### src/rtl/vx_vgpr_collector_pkg.sv
// Shared configuration and VGPR request/response packing for the operand collector.
// Field order of the structs matches the VGPR unit's bus packing.
package vx_vgpr_collector_pkg;

    localparam int NUM_OPDS   = 3;
    localparam int VL_COUNT   = 4;
    localparam int SIMD_WIDTH = 4;
    localparam int XLEN       = 32;
    localparam int REG_BITS   = 5;
    localparam int WIS_W      = 2;
    localparam int SID_W      = 1;
    localparam int TAG_W      = 8;

    localparam int OPD_W  = (NUM_OPDS > 1) ? $clog2(NUM_OPDS) : 1;
    localparam int VL_W   = (VL_COUNT > 1) ? $clog2(VL_COUNT) : 1;
    localparam int BEAT_W = SIMD_WIDTH * XLEN;
    localparam int TOT_W  = $clog2(NUM_OPDS * VL_COUNT + 1);

    typedef enum logic [1:0] {
        ST_IDLE,
        ST_REQ,
        ST_WAIT,
        ST_DONE
    } col_state_e;

    typedef struct packed {
        logic [OPD_W-1:0]    opd;
        logic [VL_W-1:0]     lid;
        logic [WIS_W-1:0]    wis;
        logic [SID_W-1:0]    sid;
        logic [REG_BITS-1:0] regid;
    } vgpr_req_t;

    typedef struct packed {
        logic [OPD_W-1:0]  opd;
        logic [BEAT_W-1:0] data;
    } vgpr_rsp_t;

    function automatic int popcount(input logic [NUM_OPDS-1:0] m);
        popcount = 0;
        for (int i = 0; i < NUM_OPDS; i++) popcount += int'(m[i]);
    endfunction

endpackage

### src/rtl/vx_vgpr_collector_req_seq.sv
// Request cursor: walks used operands in ascending order with lid inner,
// presents one read at a time under valid/ready and pulses o_done on the last handshake.
module vx_vgpr_req_seq #(
    parameter int NUM_OPDS = 3,
    parameter int VL_COUNT = 4,
    parameter int OPD_W    = 2,
    parameter int VL_W     = 2
) (
    input  logic                clk,
    input  logic                reset,
    input  logic                i_start,
    input  logic [NUM_OPDS-1:0] i_used,
    output logic                o_valid,
    input  logic                i_ready,
    output logic [OPD_W-1:0]    o_opd,
    output logic [VL_W-1:0]     o_lid,
    output logic                o_done
);

    localparam logic [VL_W-1:0] LID_LAST = VL_W'(VL_COUNT - 1);

    logic                r_active;
    logic [NUM_OPDS-1:0] r_used;
    logic [OPD_W-1:0]    r_opd;
    logic [VL_W-1:0]     r_lid;

    logic             w_fire;
    logic             w_last_lid;
    logic             w_has_nxt;
    logic [OPD_W-1:0] w_nxt_opd;
    logic [OPD_W-1:0] w_first_opd;

    // Descending scan so the lowest qualifying index is the one that sticks.
    always_comb begin
        w_nxt_opd   = '0;
        w_has_nxt   = 1'b0;
        w_first_opd = '0;
        for (int i = NUM_OPDS - 1; i >= 0; i--) begin
            if (r_used[i] && (OPD_W'(i) > r_opd)) begin
                w_nxt_opd = OPD_W'(i);
                w_has_nxt = 1'b1;
            end
            if (i_used[i]) w_first_opd = OPD_W'(i);
        end
    end

    assign w_fire     = r_active && i_ready;
    assign w_last_lid = (r_lid == LID_LAST);
    assign o_done     = w_fire && w_last_lid && !w_has_nxt;
    assign o_valid    = r_active;
    assign o_opd      = r_opd;
    assign o_lid      = r_lid;

    always_ff @(posedge clk) begin
        if (reset) begin
            r_active <= 1'b0;
            r_used   <= '0;
            r_opd    <= '0;
            r_lid    <= '0;
        end else if (i_start) begin
            r_active <= |i_used;
            r_used   <= i_used;
            r_opd    <= w_first_opd;
            r_lid    <= '0;
        end else if (w_fire) begin
            if (w_last_lid) begin
                r_lid <= '0;
                if (w_has_nxt) r_opd <= w_nxt_opd;
                else           r_active <= 1'b0;
            end else begin
                r_lid <= r_lid + VL_W'(1);
            end
        end
    end

endmodule

### src/rtl/vx_vgpr_collector.sv
// Operand-collector slot: issues VGPR reads for one instruction's sources,
// gathers the beats into an operand buffer and hands the full set downstream.
module vx_vgpr_collector
    import vx_vgpr_collector_pkg::*;
(
    input  logic                                 clk,
    input  logic                                 reset,
    input  logic                                 in_valid,
    output logic                                 in_ready,
    input  logic [WIS_W-1:0]                     in_wis,
    input  logic [SID_W-1:0]                     in_sid,
    input  logic [NUM_OPDS*REG_BITS-1:0]         in_rs,
    input  logic [NUM_OPDS-1:0]                  in_used,
    input  logic [TAG_W-1:0]                     in_tag,
    output logic                                 req_valid,
    input  logic                                 req_ready,
    output logic [OPD_W-1:0]                     req_opd,
    output logic [VL_W-1:0]                      req_lid,
    output logic [WIS_W-1:0]                     req_wis,
    output logic [SID_W-1:0]                     req_sid,
    output logic [REG_BITS-1:0]                  req_reg,
    input  logic                                 rsp_valid,
    input  logic [OPD_W-1:0]                     rsp_opd,
    input  logic [BEAT_W-1:0]                    rsp_data,
    output logic                                 out_valid,
    input  logic                                 out_ready,
    output logic [TAG_W-1:0]                     out_tag,
    output logic [NUM_OPDS*VL_COUNT*BEAT_W-1:0]  out_data,
    output logic                                 busy
);

    localparam logic [VL_W:0]  CNT_MAX = (VL_W+1)'(VL_COUNT);
    localparam logic [VL_W:0]  CNT_ONE = (VL_W+1)'(1);
    localparam logic [OPD_W:0] OPD_LIM = (OPD_W+1)'(NUM_OPDS);

    col_state_e                                   r_state;
    logic                                         r_in_ready;
    logic                                         r_out_valid;
    logic                                         r_busy;
    logic [WIS_W-1:0]                             r_wis;
    logic [SID_W-1:0]                             r_sid;
    logic [NUM_OPDS-1:0][REG_BITS-1:0]            r_rs;
    logic [NUM_OPDS-1:0]                          r_used;
    logic [TAG_W-1:0]                             r_tag;
    logic [NUM_OPDS-1:0][VL_COUNT-1:0][BEAT_W-1:0] r_buf;
    logic [NUM_OPDS-1:0][VL_W:0]                  r_cnt;
    logic [TOT_W-1:0]                             r_tot;
    logic [TOT_W-1:0]                             r_exp;

    logic             w_seq_start;
    logic             w_seq_valid;
    logic             w_seq_done;
    logic [OPD_W-1:0] w_seq_opd;
    logic [VL_W-1:0]  w_seq_lid;
    logic             w_rsp_ok;
    logic [TOT_W-1:0] w_tot_nxt;
    vgpr_req_t        w_req;
    vgpr_rsp_t        w_rsp;

    assign w_seq_start = (r_state == ST_IDLE) && in_valid && (|in_used);

    vx_vgpr_req_seq #(
        .NUM_OPDS (NUM_OPDS),
        .VL_COUNT (VL_COUNT),
        .OPD_W    (OPD_W),
        .VL_W     (VL_W)
    ) u_req_seq (
        .clk     (clk),
        .reset   (reset),
        .i_start (w_seq_start),
        .i_used  (in_used),
        .o_valid (w_seq_valid),
        .i_ready (req_ready),
        .o_opd   (w_seq_opd),
        .o_lid   (w_seq_lid),
        .o_done  (w_seq_done)
    );

    assign w_req = '{opd: w_seq_opd, lid: w_seq_lid, wis: r_wis, sid: r_sid, regid: r_rs[w_seq_opd]};
    assign req_valid = w_seq_valid;
    assign req_opd   = w_req.opd;
    assign req_lid   = w_req.lid;
    assign req_wis   = w_req.wis;
    assign req_sid   = w_req.sid;
    assign req_reg   = w_req.regid;

    // Malformed responses (idle, unused operand, overflow) are dropped, not stored.
    assign w_rsp    = '{opd: rsp_opd, data: rsp_data};
    assign w_rsp_ok = rsp_valid && (r_state != ST_IDLE) && ({1'b0, w_rsp.opd} < OPD_LIM)
                      && r_used[w_rsp.opd] && (r_cnt[w_rsp.opd] < CNT_MAX);
    assign w_tot_nxt = r_tot + TOT_W'(w_rsp_ok);

    assign in_ready  = r_in_ready;
    assign out_valid = r_out_valid;
    assign busy      = r_busy;
    assign out_tag   = r_tag;
    assign out_data  = r_buf;

    always_ff @(posedge clk) begin
        if (reset) begin
            r_state     <= ST_IDLE;
            r_in_ready  <= 1'b1;
            r_out_valid <= 1'b0;
            r_busy      <= 1'b0;
            r_used      <= '0;
            r_cnt       <= '0;
            r_tot       <= '0;
            r_exp       <= '0;
        end else begin
            if (w_rsp_ok) begin
                r_buf[w_rsp.opd][r_cnt[w_rsp.opd][VL_W-1:0]] <= w_rsp.data;
                r_cnt[w_rsp.opd] <= r_cnt[w_rsp.opd] + CNT_ONE;
            end
            r_tot <= w_tot_nxt;

            unique case (r_state)
                ST_IDLE: begin
                    if (in_valid) begin
                        r_wis      <= in_wis;
                        r_sid      <= in_sid;
                        r_rs       <= in_rs;
                        r_used     <= in_used;
                        r_tag      <= in_tag;
                        r_buf      <= '0;
                        r_cnt      <= '0;
                        r_tot      <= '0;
                        r_exp      <= TOT_W'(popcount(in_used) * VL_COUNT);
                        r_in_ready <= 1'b0;
                        r_busy     <= 1'b1;
                        if (|in_used) begin
                            r_state <= ST_REQ;
                        end else begin
                            r_state     <= ST_DONE;
                            r_out_valid <= 1'b1;
                        end
                    end
                end
                ST_REQ: begin
                    if (w_seq_done) r_state <= ST_WAIT;
                end
                // Compare the post-increment count so the last beat completes this edge.
                ST_WAIT: begin
                    if (w_tot_nxt == r_exp) begin
                        r_state     <= ST_DONE;
                        r_out_valid <= 1'b1;
                    end
                end
                ST_DONE: begin
                    if (out_ready) begin
                        r_state     <= ST_IDLE;
                        r_out_valid <= 1'b0;
                        r_in_ready  <= 1'b1;
                        r_busy      <= 1'b0;
                    end
                end
                default: r_state <= ST_IDLE;
            endcase
        end
    end

    a_rsp_idle: assert property (@(posedge clk) disable iff (reset)
        rsp_valid |-> (r_state != ST_IDLE));
    a_rsp_used: assert property (@(posedge clk) disable iff (reset)
        (rsp_valid && (r_state != ST_IDLE)) |-> r_used[rsp_opd]);
    a_rsp_ovf: assert property (@(posedge clk) disable iff (reset)
        (rsp_valid && (r_state != ST_IDLE)) |-> (r_cnt[rsp_opd] < CNT_MAX));

endmodule

### config.mk
export PLATFORM = sky130hd
export DESIGN_NAME = vx_vgpr_collector
export DESIGN_NICKNAME = d
export VERILOG_FILES = /design/src/rtl/vx_vgpr_collector_pkg.sv /design/src/rtl/vx_vgpr_collector_req_seq.sv /design/src/rtl/vx_vgpr_collector.sv
export SDC_FILE = /design/constraint.sdc
export NUM_CORES = 2
export LEC_CHECK = 0
export CAP_MARGIN = 0
export CORE_AREA = 2 2 665 667
export CTS_CLUSTER_SIZE = 8
export DETAILED_ROUTE_END_ITERATION = 6
export DIE_AREA = 0 0 667 669
export MAX_ROUTING_LAYER = met4
export PLACE_DENSITY_LB_ADDON = 0.05
export SYNTH_ARGS = -nofsm -noshare
export SYNTH_HDL_FRONTEND = slang
export SYNTH_SLANG_ARGS = --single-unit
### constraint.sdc
create_clock -name clk -period 58.3 [get_ports clk]
set_clock_uncertainty 0.1 [all_clocks]
set_input_delay 14.575 -clock clk [delete_from_list [all_inputs] [get_ports clk]]
set_output_delay 14.575 -clock clk [all_outputs]
set_load 0.02 [all_outputs]
# --- Word-level counts from Yosys, hierarchy flattened ---
# Index checks and enable logic that the tools add are counted.
totals:
  reg_bits: 1593
  in_bits: 165
  out_inout_bits: 1560
  word_cells: 146
op_classes:
  add_sub_neg: 5
  n_lt_le_gt_ge: 10
  eq_ne: 11
  muxes: 56
  n_bitwise: 1
  n_reduce_logical: 31
op_table:
  columns: ["cell", "n"]
  rows:
  - ["$mux 1536", 3]
  - ["$bwmux 1536", 1]
  - ["$demux 512 s2", 1]
  - ["$mux 512", 1]
  - ["$demux 128 s2", 1]
  - ["$mux 128", 1]
  - ["$mux 2", 16]
  - ["$mux 9", 3]
  - ["$mux 1", 15]
  - ["$logic_and 1x1->1", 14]
  - ["$reduce_and 3->1", 4]
  - ["$bmux 5 s2", 1]
  - ["$reduce_bool 2->1", 5]
  - ["$bwmux 9", 1]
  - ["$lt 2x3->1 const B", 3]
  - ["$mux 4", 2]
  - ["$ne 2x2->1 const B", 4]
  - ["$pmux 2 s4", 1]
  - ["$bmux 3 s2", 1]
  - ["$demux 3 s2", 1]
  - ["$eq 2x2->1 const B", 3]
  - ["$mux 3", 2]
  - ["$mux 5", 1]
  - ["$reduce_and 5->1", 1]
  - ["other kinds (24)", 28]

# --- Longest topological paths before layout ---
logic_depth:
  ltp_word: 12
  depth_mapped: 14
  ltp_nobuf: 12

# --- Cells and area by module ---
# Synthesis repeated with hierarchy kept, for this count alone.
unflattened:
  hier_cells: 7030
  area_unflattened_um2: 70766.6
by_module_without_submodules:
  columns: ["mod", "instances", "cells_each", "area_each_um2", "seq_area_each_um2"]
  rows:
  - ["vx_vgpr_collector", 1, 6992, 70413.8, 47365.4]
  - ["vx_vgpr_req_seq", 1, 38, 352.8, 140.1]

# --- Least setup slack after synthesis ---
# No wires, ideal clock.
synth_path:
  path_type: "input port to flip-flop"
  startpoint: "input port reset"
  endpoint: "register u_req_seq.r_opd[0] (netlist: u_req_seq.o_opd[0])"
  setup_time_ns: 0.185
  arrival_ns: 48.218
  required_ns: 58.015
  setup_slack_ns: 9.797
  path_stages: 3
  n_path_buf: 1
  cell_sequence: "clkbuf_1 > inv_1 > o221a_2"
synth_lines:
  columns: ["element", "line_no", "rtl"]
  rows:
  - ["start: declaration", "vx_vgpr_collector.sv:7", "input logic reset,"]
  - ["end signal: assignment", "vx_vgpr_collector_req_seq.sv:63", "r_opd <= w_first_opd;"]
  - ["end signal: assignment", "vx_vgpr_collector_req_seq.sv:68", "if (w_has_nxt) r_opd <= w_nxt_opd;"]
  - ["end: declaration", "vx_vgpr_collector_req_seq.sv:24", "logic [OPD_W-1:0] r_opd;"]
# No word-level cell between the ends.

# --- Worst setup path in the final report ---
layout_path:
  startpoint: "input port reset"
  endpoint: "register r_buf (netlist bit out_data[62]), enable pin"
layout_lines:
  columns: ["element", "line_no", "rtl"]
  rows:
  - ["end signal: indexed assignment", "vx_vgpr_collector.sv:111", "r_buf[w_rsp.opd][r_cnt[w_rsp.opd][VL_W-1:0]] <= w_rsp.data;"]
  - ["end: declaration", "vx_vgpr_collector.sv:45", "logic [NUM_OPDS-1:0][VL_COUNT-1:0][BEAT_W-1:0] r_buf;"]
# No word-level cell between the ends.

==> impl_metrics.toml <==
[outcome]
status = "completed"

[power]
p_leak_nw = 35.22
power_density_mw_per_mm2 = 41.17
intPower_mw = 2.662
comb_power_share = 0.295
swShare = 0.3565
power.total_mw = 4.137
clkPwrFrac = 0.309
ir_drop_uv = 36.03
p_sw_mw = 1.475
seqPwrFrac = 0.396

[routing]
drtAntennaViolNets = 0
post_drt_wl_per_cell_um = 31.64
routed_wl_mm = 454.1
dr.pass1.iters = 5
drc = 0
dr_total_vias = 59580
viasPerCell = 4.152
drtIter0Drc = 4809

[sta]
max_freq_mhz = 50.59
layout_worst_path_cycle_share = 0.3390
layout_min_cycle_time_ps = 19770
hold_violations = 0
tightest_slew_ps = 1387
setup_viol = 0
grt_setup_unrepaired = "no"
slew_headroom = 0.07221
maxSlewViolCount = 0
finalWorstSetupSlack_ps = 38530
setup_tns_ps = 0

[placed_design]
pre_cts_slack_ps = 37470
hpwl_mm = 305.2
port_buffers = 1724
dpl-instance-area_sq_mm = 0.09426
gp_congestion = 0.8020
dpl.cell_count = 14040

[finish]
n_fill_cell = 47280
multi_input_area_sq_mm = 0.02107
regArea_sq_mm = 0.04751
syn_to_final_growth_pct = 39.83
drive_gt1_frac = 0.07450
finalNonFillerCells = 14350
nets = 8665
finalInstanceArea_sq_mm = 0.1005

[floorplanning]
core-area_sq_mm = 0.4396
ios = 1725
fp-row-count = 244
die_w_um = 667
die_area_sq_mm = 0.4462
die_h_um = 669
initial_core_util = 0.1635

[yosys]
yosys_warnings = 0
synth-edff-count = 1562
syn_area_sq_mm = 0.07187
ys_types = 46
ys_async_sr_fraction = 0
yosysTopAreaCell = "edfxtp_1"
syn_area_per_cell_sq_um = 10.23
ys_seq_area_frac = 0.6610
syn_inst = 7025
synthTopCellsByArea = "edfxtp_1 (65%), nand2_1 (16%), a21oi_1 (10%)"
syn_nets = 7203
synth_top_flop_cell = "edfxtp_1"
ys_ff_latch = 1592
synth_top_area_frac = 0.6526

[global_routing]
grt_max_degree = 164
grt_pass1_wl_mm = 586.2
grt.total_usage = 0.1994
antenna_found_initial = 52
overflow = 0
grt_pass1_vias = 57120

[clock_network]
clock-sinks = 1592
clk_latency_ps = 930
postCtsSetupRepairBufs = 0
htree_levels = 4
cts_resized = 0
clk_pin_slew_worst_paths_ps = 50
ctsHoldBuffers = 0
cts_root_buf = "clkbuf_16"
numCtsBuffers = 228
cts_buffer_depth = 4
cts_tree = "done"

[worst_setup_path]
cp.required_ps = 58750
cp.arrival_ps = 20210
worst_setup_path_start_kind = "input port"
timing.rr.end = "out_data[467]$_DFFE_PN_"
crit_start = "reset"
rr_worst_depth = 8
end_kind = "flip-flop"
critPathMaxFanout = 109
reg2reg_from = "r_state[1]$_SDFFE_PP0P_"
critPathKind = "input port to flip-flop"
reg2reg_setup_slack_ps = 52510

[min_path]
hold_class = "flip-flop to flip-flop"
hold_end = "r_cnt[5]$_SDFF_PP0_"
hold_start = "r_cnt[5]$_SDFF_PP0_"
hold_depth = 2

[job]
cap_violations = 0
==> cells in the final DEF, fill, tap and decap left out, drive strengths merged, types with 2 or more instances in the layout <==
master / instances
clkbuf: 277
diode: 18
nand3: 2
a211oi: 4
nor3: 5
dfxtp: 30
clkinv: 10
nor2b: 3
xnor2: 3
ha: 12
mux2i: 11
and3: 6
inv: 12
and2: 11
nand2b: 4
o21ai: 10
buf: 161
edfxtp: 1562
xor2: 2
nor2: 23
nand2: 3113
clkdlybuf4s50: 1716
a21oi: 1552
==> state kept, by name, indices dropped and copies added, names as in the netlist, 2 cells and up <==
signal,count
out_data,1536
out_tag,8
r_cnt,9
r_exp,2
r_rs,15
r_state,2
r_tot,4
r_used,3
req_wis,2
u_req_seq.o_lid,2
u_req_seq.o_opd,2
u_req_seq.r_used,2
==> power by group through the flow <==
stage	Combinational, mW	Clock (mW)	Sequential (mW)
floorplan	0.350	0	1.93
global placement	1.24	0	1.66
detailed placement	1.24	0	1.66
CTS	1.24	1.33	1.64
global route	1.29	1.36	1.66
finish	1.22	1.28	1.64
==> worst max path at each step <==
| stage | end | slack (ps) |
|---|---|---|
| after floorplan | u_req_seq.o_opd[0]$_SDFFE_PP0P_ | 9800 |
| after global placement | out_data[58]$_DFFE_PN_ | 37460 |
| after detailed placement | out_data[58]$_DFFE_PN_ | 37470 |
| after CTS | out_data[58]$_DFFE_PN_ | 38560 |
| after global routing | out_data[61]$_DFFE_PN_ | 38270 |
| final | out_data[62]$_DFFE_PN_ | 38530 |
==> through the flow <==
| step | hold WS [ps] | utilization |
|---|---|---|
| after floorplan | 331.8 | - |
| after global placement | 368.2 | 0.2144 |
| after detailed placement | 359.6 | 0.2144 |
| after CTS | 373.8 | 0.2285 |
| after global routing | 402.5 | 0.2286 |
| final | 371.4 | 0.2286 |
==> cells in the mapped netlist (all sizes together) (2+ instances only) <==
cell	n
nand2	3113
edfxtp	1562
a21oi	1552
buf	327
clkbuf	318
dfxtp	30
nor2	23
ha	12
and2	11
mux2i	11
o21ai	10
inv	8
and3	6
nor3	5
a211oi	4
nand2b	4
nor2b	3
xnor2	3
nand3	2
xor2	2
==> cell families after synthesis <==
group | after synthesis | share of synthesized area
AND/OR/NAND/NOR | 3173 | 0.1709
flip-flops | 1592 | 0.6610
AO/OA/AOI/OAI | 1577 | 0.1157
buffers and inverters | 653 | 0.04775
adder cells (fa/ha/maj) | 13 | 0.002368
multiplexers | 12 | 0.001689
XOR/XNOR | 5 | 0.0006094
==> final cells by class <==
cell class / count / area share
timing repair buffer: 1877 / 0.1832
tap: 5781 / 0.07198
sequential: 1592 / 0.4727
multi-input combinational: 4780 / 0.2096
antenna: 18 / 0.0004482
clock buffer: 277 / 0.05913
inverter: 8 / 0.0003735
clock inverter: 16 / 0.002490
==> critical path, stage by stage <==
cell             delay, ps
clkdlybuf4s50_1        510
buf_4                  270
inv_8                  540
buf_4                  780
buf_4                  650
buf_4                  670
buf_4                  870
buf_4                  870
==> per-layer routing <==
metal	GRT usage	share of wire	vias to the layer above
met5	-	0	-
met4	0.06645	0.039	0
met3	0.05169	0.070	516
met2	0.3328	0.49	2039
met1	0.2326	0.40	30270
li1	-	-	26760
Power figures use the tool's default switching activity.
